==> src/rtl/ex_result_stage.sv <==
// Purpose: execute-to-memory pipeline register; resolves branches, overflow traps, sticky flags, overflow count.
// Latency: one cycle from accept to out_valid; back-to-back accepts sustain one instruction per cycle.
// Backpressure: in_ready = !out_valid | out_ready; held outputs stay frozen while out_ready is low.
module ex_result_stage #(
    parameter int DATA_W    = 32,
    parameter int OVF_CNT_W = 16
) (
    input  logic                  clk,
    input  logic                  rst,
    input  logic                  in_valid,
    output logic                  in_ready,
    input  logic [DATA_W+2:0]     alu_result,
    input  logic [4:0]            rd_addr,
    input  logic                  wb_en,
    input  logic                  flag_wr,
    input  logic                  trap_en,
    input  logic [2:0]            br_cond,
    input  logic [DATA_W-1:0]     br_target,
    input  logic                  flush,
    output logic                  out_valid,
    input  logic                  out_ready,
    output logic [DATA_W-1:0]     out_data,
    output logic [4:0]            out_rd,
    output logic                  out_wb_en,
    output logic                  br_taken,
    output logic [DATA_W-1:0]     br_addr,
    output logic                  ovf_trap,
    output logic [2:0]            flags,
    output logic [OVF_CNT_W-1:0]  ovf_count
);

    // Everything the memory stage sees for one instruction, held as one register.
    typedef struct packed {
        logic [DATA_W-1:0] data;
        logic [4:0]        rd;
        logic              wb_en;
        logic              br_taken;
        logic [DATA_W-1:0] br_addr;
        logic              ovf_trap;
    } res_t;

    localparam logic [2:0] BR_EQ     = 3'b001;
    localparam logic [2:0] BR_NE     = 3'b010;
    localparam logic [2:0] BR_ABOVE  = 3'b011;
    localparam logic [2:0] BR_NABOVE = 3'b100;
    localparam logic [2:0] BR_OVF    = 3'b101;
    localparam logic [2:0] BR_ALWAYS = 3'b110;

    res_t                 res_q, res_d;
    logic                 out_valid_q, out_valid_d;
    logic [2:0]           flags_q, flags_d;
    logic [OVF_CNT_W-1:0] ovf_count_q, ovf_count_d;

    logic                 in_ovf, in_eq, in_above;
    logic [DATA_W-1:0]    in_value;
    logic                 accept;
    logic                 cond_met;
    logic                 trap_hit;

    assign {in_ovf, in_eq, in_above, in_value} = alu_result;

    // A slot opens when the register is empty or its contents leave this cycle.
    assign in_ready = !out_valid_q || out_ready;
    assign accept   = in_valid && in_ready && !flush;
    assign trap_hit = trap_en && in_ovf;

    // Branch outcome from the incoming flags; the sticky register is never consulted here.
    always_comb begin
        cond_met = 1'b0;
        case (br_cond)
            BR_EQ:     cond_met = in_eq;
            BR_NE:     cond_met = !in_eq;
            BR_ABOVE:  cond_met = in_above;
            BR_NABOVE: cond_met = !in_above;
            BR_OVF:    cond_met = in_ovf;
            BR_ALWAYS: cond_met = 1'b1;
            default:   cond_met = 1'b0;
        endcase
    end

    // Next-state: flush wins, then accept (which also covers drain+accept), then drain.
    always_comb begin
        out_valid_d = out_valid_q;
        res_d       = res_q;
        flags_d     = flags_q;
        ovf_count_d = ovf_count_q;
        if (flush) begin
            out_valid_d    = 1'b0;
            res_d.br_taken = 1'b0;
            res_d.ovf_trap = 1'b0;
        end else if (accept) begin
            out_valid_d    = 1'b1;
            res_d.data     = in_value;
            res_d.rd       = rd_addr;
            res_d.br_addr  = br_target;
            // A trapping instruction must neither retire its write nor redirect fetch.
            res_d.ovf_trap = trap_hit;
            res_d.wb_en    = wb_en && !trap_hit;
            res_d.br_taken = cond_met && !trap_hit;
            if (flag_wr) begin
                flags_d = {in_ovf, in_eq, in_above};
            end
            if (in_ovf && (ovf_count_q != {OVF_CNT_W{1'b1}})) begin
                ovf_count_d = ovf_count_q + OVF_CNT_W'(1);
            end
        end else if (out_ready) begin
            out_valid_d = 1'b0;
        end
    end

    // State register with synchronous reset.
    always_ff @(posedge clk) begin
        if (rst) begin
            out_valid_q <= 1'b0;
            res_q       <= '0;
            flags_q     <= 3'b000;
            ovf_count_q <= '0;
        end else begin
            out_valid_q <= out_valid_d;
            res_q       <= res_d;
            flags_q     <= flags_d;
            ovf_count_q <= ovf_count_d;
        end
    end

    assign out_valid = out_valid_q;
    assign out_data  = res_q.data;
    assign out_rd    = res_q.rd;
    assign out_wb_en = res_q.wb_en;
    assign br_taken  = res_q.br_taken;
    assign br_addr   = res_q.br_addr;
    assign ovf_trap  = res_q.ovf_trap;
    assign flags     = flags_q;
    assign ovf_count = ovf_count_q;

endmodule

==> config.mk <==
export PLATFORM = sky130hd
export DESIGN_NAME = ex_result_stage
export DESIGN_NICKNAME = d
export VERILOG_FILES = /design/src/rtl/ex_result_stage.sv
export SDC_FILE = /design/constraint.sdc
export NUM_CORES = 1
export LEC_CHECK = 0
export ABC_AREA = 1
export CORE_AREA = 2 2 114 116
export DETAILED_ROUTE_END_ITERATION = 10
export DIE_AREA = 0 0 116 118
export HOLD_SLACK_MARGIN = 0.15
export SETUP_SLACK_MARGIN = 0.2
export SYNTH_ARGS = -nofsm -noshare
export SYNTH_HDL_FRONTEND = slang
export SYNTH_SLANG_ARGS = --single-unit
==> constraint.sdc <==
create_clock -name clk -period 2.1 [get_ports clk]
set_input_delay 0.315 -clock clk [delete_from_list [all_inputs] [get_ports clk]]
set_output_delay 0.315 -clock clk [all_outputs]
set_load 0.05 [all_outputs]
Yosys cells after proc, flatten, opt, wreduce, memory -nomap -nowiden
Cells that the tools add are included.
{"block": "totals", "regBits": 92, "latch_bits": 0, "ram_bits": 0, "romBits": 0, "out_inout_bits": 93, "wordCells": 38, "n_memories": 0}
{"block": "op_classes", "add_sub_neg": 1, "mul": 0, "n_div": 0, "order_cmp": 0, "n_eq_ne": 7, "n_shift": 0, "mux": 3, "bitwise": 1, "reduce_logical": 17}
{"cell": "$add 16x1->16 const B", "count": 1}
{"cell": "$ne 16x16->1 const B", "count": 1}
{"cell": "$eq 3x3->1 const B", "count": 3}
{"cell": "$eq 3x2->1 const B", "count": 2}
{"cell": "$logic_and 1x1->1", "count": 6}
{"cell": "$pmux 1 s6", "count": 1}
{"cell": "$reduce_and 3->1", "count": 2}
{"cell": "$logic_not 1->1", "count": 5}
{"cell": "$eq 3x1->1 const B", "count": 1}
{"cell": "$mux 1", "count": 2}
{"cell": "$reduce_and 2->1", "count": 1}
{"cell": "$reduce_bool 2->1", "count": 1}
{"cell": "$reduce_or 2->1", "count": 1}
{"cell": "$logic_or 1x1->1", "count": 1}
{"cell": "$not 1->1", "count": 1}

Longest topological paths before layout
Gate-level depths: netlist of run 1.
{"block": "logic_depth", "ltp_word": 5, "mapped_depth": 9}

Worst setup path before layout of run 1
OpenSTA, ideal clock, no wires.
{"block": "synth_timing", "path_type": "flip-flop to flip-flop", "startpoint": "reg out_valid_q, in the netlist out_valid", "endpoint": "reg res_q (netlist bit br_addr[0])", "t_arrival_ps": 1910, "slack_ps": 74, "path_stages_with_launch": 8, "n_path_buf": 2, "synth_period_minus_slack_ps": 2026, "path_cell_list": "dfxtp_1 nand2_1 nand2_2 inv_1 buf_2 buf_2 nor2_1 nor2_1"}
{"block": "synth_via", "elab_chain_cells": 5}
{"element": "from (decl)", "line_no": "50", "text": "logic out_valid_q, out_valid_d;"}
{"element": "from (signal assigned)", "line_no": "119", "text": "out_valid_q <= out_valid_d;"}
{"element": "$logic_not 1->1", "line_no": "63", "text": "assign in_ready = !out_valid_q || out_ready;"}
{"element": "$logic_or 1x1->1", "line_no": "63"}
{"element": "net in_ready", "line_no": "11", "text": "output logic in_ready,"}
{"element": "$logic_and 1x1->1 (2 in series)", "line_no": "64", "text": "assign accept = in_valid && in_ready && !flush;"}
{"element": "$reduce_and 2->1 (no line)"}
{"element": "to (signal assigned)", "line_no": "120", "text": "res_q <= res_d;"}
{"element": "to (decl)", "line_no": "49", "text": "res_t res_q, res_d;"}
The timed path passes the listed nets, and every way through them passes these cells.
A chain may end at the register's enable or synchronous reset.

Worst setup path in the final report of run 1
{"block": "layout_timing", "startpoint": "reg out_valid_q, in the netlist out_valid", "endpoint": "out out_valid"}
{"element": "to (decl)", "line_no": "20", "text": "output logic out_valid,"}
No word-level cell between the ends.

==> metrics.txt, run 1 <==
fraction of registers with async set/reset=0%; DR WL met3=886 microns; Clock Skew=0.00849 ns; postcts setup bufs=0; routed wire length per instance=12.7 microns; CTS Buf Count=9; CP max stage cell=clkdlybuf4s50_1; GR Util All Layers=15.8%; Initial Utilization=29.6%; peak fanout along the critical path=2; internal cell power=3.14 mW; DR WL met2=4.85 mm; height of the die=118 microns; crit-path max cell delay=0.85 ns; final setup violating endpoints=0; Post-synth top cells=172 x nor2_1, 92 x dfxtp_1, 75 x o21ai_0; clock share of power=35.9%; post-synthesis simple-gate area fraction=30.4%; gr ovfl total=0; adder-cell share of the synthesized area=0.340%; Layout area overhead=60.6%; Post-synth EDFFs=0; CTS tree=yes; unrepaired setup endpoints after global routing=true; M1 WL=4.99 mm; clock latency on the worst-skew pair=0.34 ns; Clk pin slew, worst setup/hold paths=0.06 ns; status=completed; clk root buf=clkbuf_16; number of max-cap violations=0; post-placement cell area=0.00562 sq mm; number of synthesized register bits=92; final setup margin=0.267 ns; crit path kind=reg -> out; cell taking the most area after synthesis=dfxtp_1; Critical Path AT=1.52 ns; Slew @ Worst Pin=1.02 ns; number of detailed-route iterations in the first pass=4; most numerous cell in the Yosys netlist=nor2_1; Bufs on Longest Clock Path=2; P_leak=2.32 nW; dpl ws=0.0954 ns; count of cell types in the netlist=23; dominant synthesized flop cell=dfxtp_1; Final ANT Viol Nets=0; Hold Crit Class=reg -> reg; top post-synthesis cells by area=dfxtp_1 50%, nor2_1 18%, o21ai_0 10%; critical path endpoint category=output pin; n_diodes=0; Gate Count Post-Synth=510; Net Count, Synth=594; design area=0.00590 sq mm; largest family of logic cells by synthesized area=simple AND/OR/NAND/NOR gates; Ports=176; vias in the first global route=3452; # nets final=762; CP Cell Sequence=clkdlybuf4s50_1; Hold Vio Cnt, Final=0; Synth Cell Area=0.00368 sq mm; fin crit share=87.3%; Synth Area in Compound Gates=12.9%; fraction of layout instances using a drive strength above 1=5.27%; max layer used=met4; family with the most delay on the worst path=buffers and inverters; Yosys warning total=0; total negative slack=0 ns; Buffers on Ports=175; Final HPWL DP=7.74 mm; H-Tree Depth=3; Vias/cell=4.44; Switching Share=29.0%; Seq/Total Area, Yosys=50.1%; row count=41; Buf/Inv on CP=1; Hold-fix buffers, CTS=0; first-pass GRT wire length=17.3 mm; Die Area=0.0137 sq mm; switching power=1.28 mW; initial antenna violation count=0; Slew Limit Fails=0; post-synthesis mux area share=0%; VDD IR max=351 uV; cell area power density=749 mW/mm^2; startpoint class of the critical path=flop; area share of the largest cell type after synthesis=50.1%; fmax=546 MHz; Routed Wire Length=10.9 mm; XOR/XNOR share of the synthesized area=0.715%; fillers=1278; Logic pwr share=21.3%; 1st-iter DRT viols=219; Required @ worst endpoint=1.78 ns; Placer Congestion=0.817; via count=3794; FF+latch area=0.00184 sq mm; footprint of the multi-input gates=0.00164 sq mm; Core Region=0.0124 sq mm; relative slew slack=32.0%; synthesized area per cell=7.21 sq um; Die Wd=116 microns; DRC=0; CTS sink cnt=92; Period minus WS final=1.83 ns; Sequential Power Share=42.8%; largest net degree at the start of global routing=73
==> placed cells by master (no fill, tap or decap) <==
cell type,Yosys,final
dfxtp_1,92,92
inv_2,0,2
nor3_1,1,1
o31ai_1,1,1
xor2_1,3,3
nand2_8,0,1
o21ai_0,75,75
a21oi_2,1,1
o22ai_1,1,1
clkbuf_1,16,3
buf_12,0,2
nand3b_1,4,4
nor2_1,172,172
nand2_2,4,4
buf_4,0,8
dlygate4sd2_1,0,14
dlymetal6s2s_1,0,2
inv_1,23,21
nand3_1,16,16
ha_1,1,1
clkinv_2,0,1
bufinv_16,0,1
nand4_4,1,1
or2_2,1,1
a21oi_1,15,15
clkbuf_16,0,9
clkinvlp_4,0,2
nand4_1,4,4
nand2_1,65,64
nor2_4,3,3
clkdlybuf4s50_1,0,158
==> path summary, 6_finish.rpt <==
| path | startpoint | endpoint | slack [ns] | depth (start not counted) |
|---|---|---|---|---|
| setup / recovery | out_valid | out_valid | 0.27 | 1 |
| hold / removal | flags[2] | flags[2] | 0.46 | 2 |
| hold reg to reg | flags[2] | flags[2] | 0.46 | 2 |
| setup reg to reg | ovf_count[0] | ovf_count[0] | 0.36 | 7 |
==> routing by layer <==
| layer | vias to the layer above | track usage (%) |
|---|---|---|
| met1 | 1697 | 20.6 |
| li1 | 1958 | - |
| met2 | 129 | 24.1 |
| met4 | 0 | 6.40 |
| met5 | - | 0 |
| met3 | 10 | 4.99 |
==> cells by family after synthesis <==
family,Yosys count
xor gates and xnor gates,3
adders and majority gates,1
AOI/OAI and AO/OA,93
DFF,92
buffers and inverters,50
and+or+nand+nor,271
==> what timing repair did <==
item | in CTS | in global routing
setup endpoints to repair | 14 | 12
resized for setup | 14 | 4
gates cloned | 0 | 0
hold endpoints to repair | 0 | 0
==> through the flow <==
stage / utilization, % / hold slack [ns] / instances / power, mW
floorplan: - / 0.458 / 510 / 2.47
global placement: 45.2 / 0.458 / 839 / 2.87
detailed placement: 45.2 / 0.455 / 839 / 2.88
CTS: 47.4 / 0.465 / 855 / 4.47
global route: 47.6 / 0.493 / 855 / 4.62
finish: 47.6 / 0.463 / 855 / 4.42
==> sequential cells by signal (all words and copies together), names as in the netlist <==
| signal | cells |
|---|---|
| br_addr | 32 |
| out_data | 32 |
| ovf_count | 16 |
| out_rd | 5 |
| flags | 3 |
| br_taken | 1 |
| out_valid | 1 |
| out_wb_en | 1 |
| ovf_trap | 1 |
==> cell type report <==
| cell class | count | share of cell area [%] |
|---|---|---|
| Clock buffer | 12 | 4.01 |
| Clock inverter | 4 | 0.848 |
| Inverter | 23 | 1.46 |
| Multi-Input combinational cell | 368 | 27.9 |
| Sequential cell | 92 | 31.2 |
| Tap cell | 172 | 3.65 |
| Timing Repair Buffer | 184 | 31.0 |
==> power groups by stage <==
stage	Combinational, mW	Sequential [mW]	Clock [mW]
finish	0.944	1.89	1.59
global route	1.00	1.90	1.72
CTS	0.950	1.89	1.63
detailed placement	0.948	1.93	0
global placement	0.942	1.93	0
floorplan	0.203	2.26	0
Power figures use the tool's default switching activity.
==> run 2: changes to the inputs <==
Settings changed: CTS_CLUSTER_SIZE set to 12, GPL_TIMING_DRIVEN set to 0.
==> metrics.txt, run 2 (same netlist as run 1, synthesis figures left out) <==
status=completed; Final ANT Viol Nets=0; largest net degree at the start of global routing=14; dpl cells=856; Placer Congestion=0.797; critical path depth=1; Hold-fix buffers, CTS=0; fmax=545 MHz; design area=0.00589 sq mm; overall power=4.32 mW; Die Area=0.0137 sq mm; Routed Wire Length=11.2 mm; row count=41; unrepaired setup endpoints after global routing=false; height of the die=118 microns; WHS Path Cells=2; via count=3850; dpl ws=0.00627 ns; vias in the first global route=3694; number of max-cap violations=0; GR Util All Layers=16.5%; initial antenna violation count=0; final setup margin=0.266 ns; fraction of layout instances using a drive strength above 1=5.01%; Clk pin slew, worst setup/hold paths=0.06 ns; Final HPWL DP=8.57 mm; crit-path max cell delay=0.84 ns; crit path kind=reg -> out; Slew @ Worst Pin=0.577 ns; Vias/cell=4.42; CTS tree=yes; Required @ worst endpoint=1.78 ns; Hold Crit Class=in -> reg; CP Cell Sequence=clkdlybuf4s50_1; Slew Limit Fails=0; postcts setup bufs=0; routed wire length per instance=12.8 microns; peak fanout along the critical path=2; number of detailed-route iterations in the first pass=4; CTS sink cnt=92; Hold Vio Cnt, Final=0; family with the most delay on the worst path=buffers and inverters; critical path endpoint category=output pin; fillers=1310; # nets final=779; hold slack=0.399 ns; DRC=0; Buffers on Ports=174; commonest non-fill, non-tap cell in the layout=nor2_1; worst-case reg-to-reg path depth=8; Bufs on Longest Clock Path=2; first-pass GRT wire length=18.0 mm; CTS Buf Count=9; commonest non-fill, non-tap cells in the layout=171 x nor2_1, 157 x clkdlybuf4s50_1, 92 x dfxtp_1; post-placement cell area=0.00564 sq mm; VDD IR max=378 uV; Initial Utilization=29.6%; n_diodes=0; relative slew slack=61.7%; Die Wd=116 microns; startpoint class of the critical path=flop; total negative slack=0 ns; Period minus WS final=1.83 ns; Clock Skew=0.00733 ns; Ports=176; gr ovfl total=0; 1st-iter DRT viols=163; Final Util=47.5%; clk root buf=clkbuf_16; Core Region=0.0124 sq mm; cell area power density=733 mW/mm^2; P_leak=2.31 nW; final setup violating endpoints=0; CP max stage cell=clkdlybuf4s50_1; clock latency on the worst-skew pair=0.34 ns; Layout area overhead=60.2%; Non-Filler Instances=871; H-Tree Depth=3; Buf/Inv on CP=1; fin crit share=87.3%; Critical Path AT=1.52 ns
run 2: cell type report:
class	count	area (sq um)	share of cell area, %
sequential	92	1840	31.3
inverter	23	86.3	1.47
clock buffer	13	260	4.42
multi-input combinational	368	1630	27.7
timing repair buffer	174	1720	29.3
tap	172	215	3.65
buffer	27	120	2.04
clock inverter	2	10.0	0.170
run 2: per-layer routing:
layer / part of all wire [%] / GRT usage, %
met1: 43 / 19.6
met4: 1.4 / 5.80
met2: 47 / 27.3
met5: 0 / 0
met3: 9.0 / 6.08
run 2: power breakdown:
part / total, mW / switching (mW) / internal, mW
clock: 1.49 / 0.634 / 0.857
sequential: 1.89 / 0.0494 / 1.84
combinational: 0.936 / 0.568 / 0.368
run 2: repair_timing:
action / CTS / global route
endpoints found under the setup margin: 16 / 3
cloned: 0 / 0
gates resized for setup: 16 / 2
pin swaps: 0 / 0
run 2: final timing paths:
path,slack [ns],startpoint,end
setup / recovery,0.27,out_valid,out_valid
hold / removal,0.40,rst,ovf_count[15]
setup reg to reg,0.45,ovf_count[0],ovf_count[14]
hold reg to reg,0.47,out_wb_en,out_wb_en
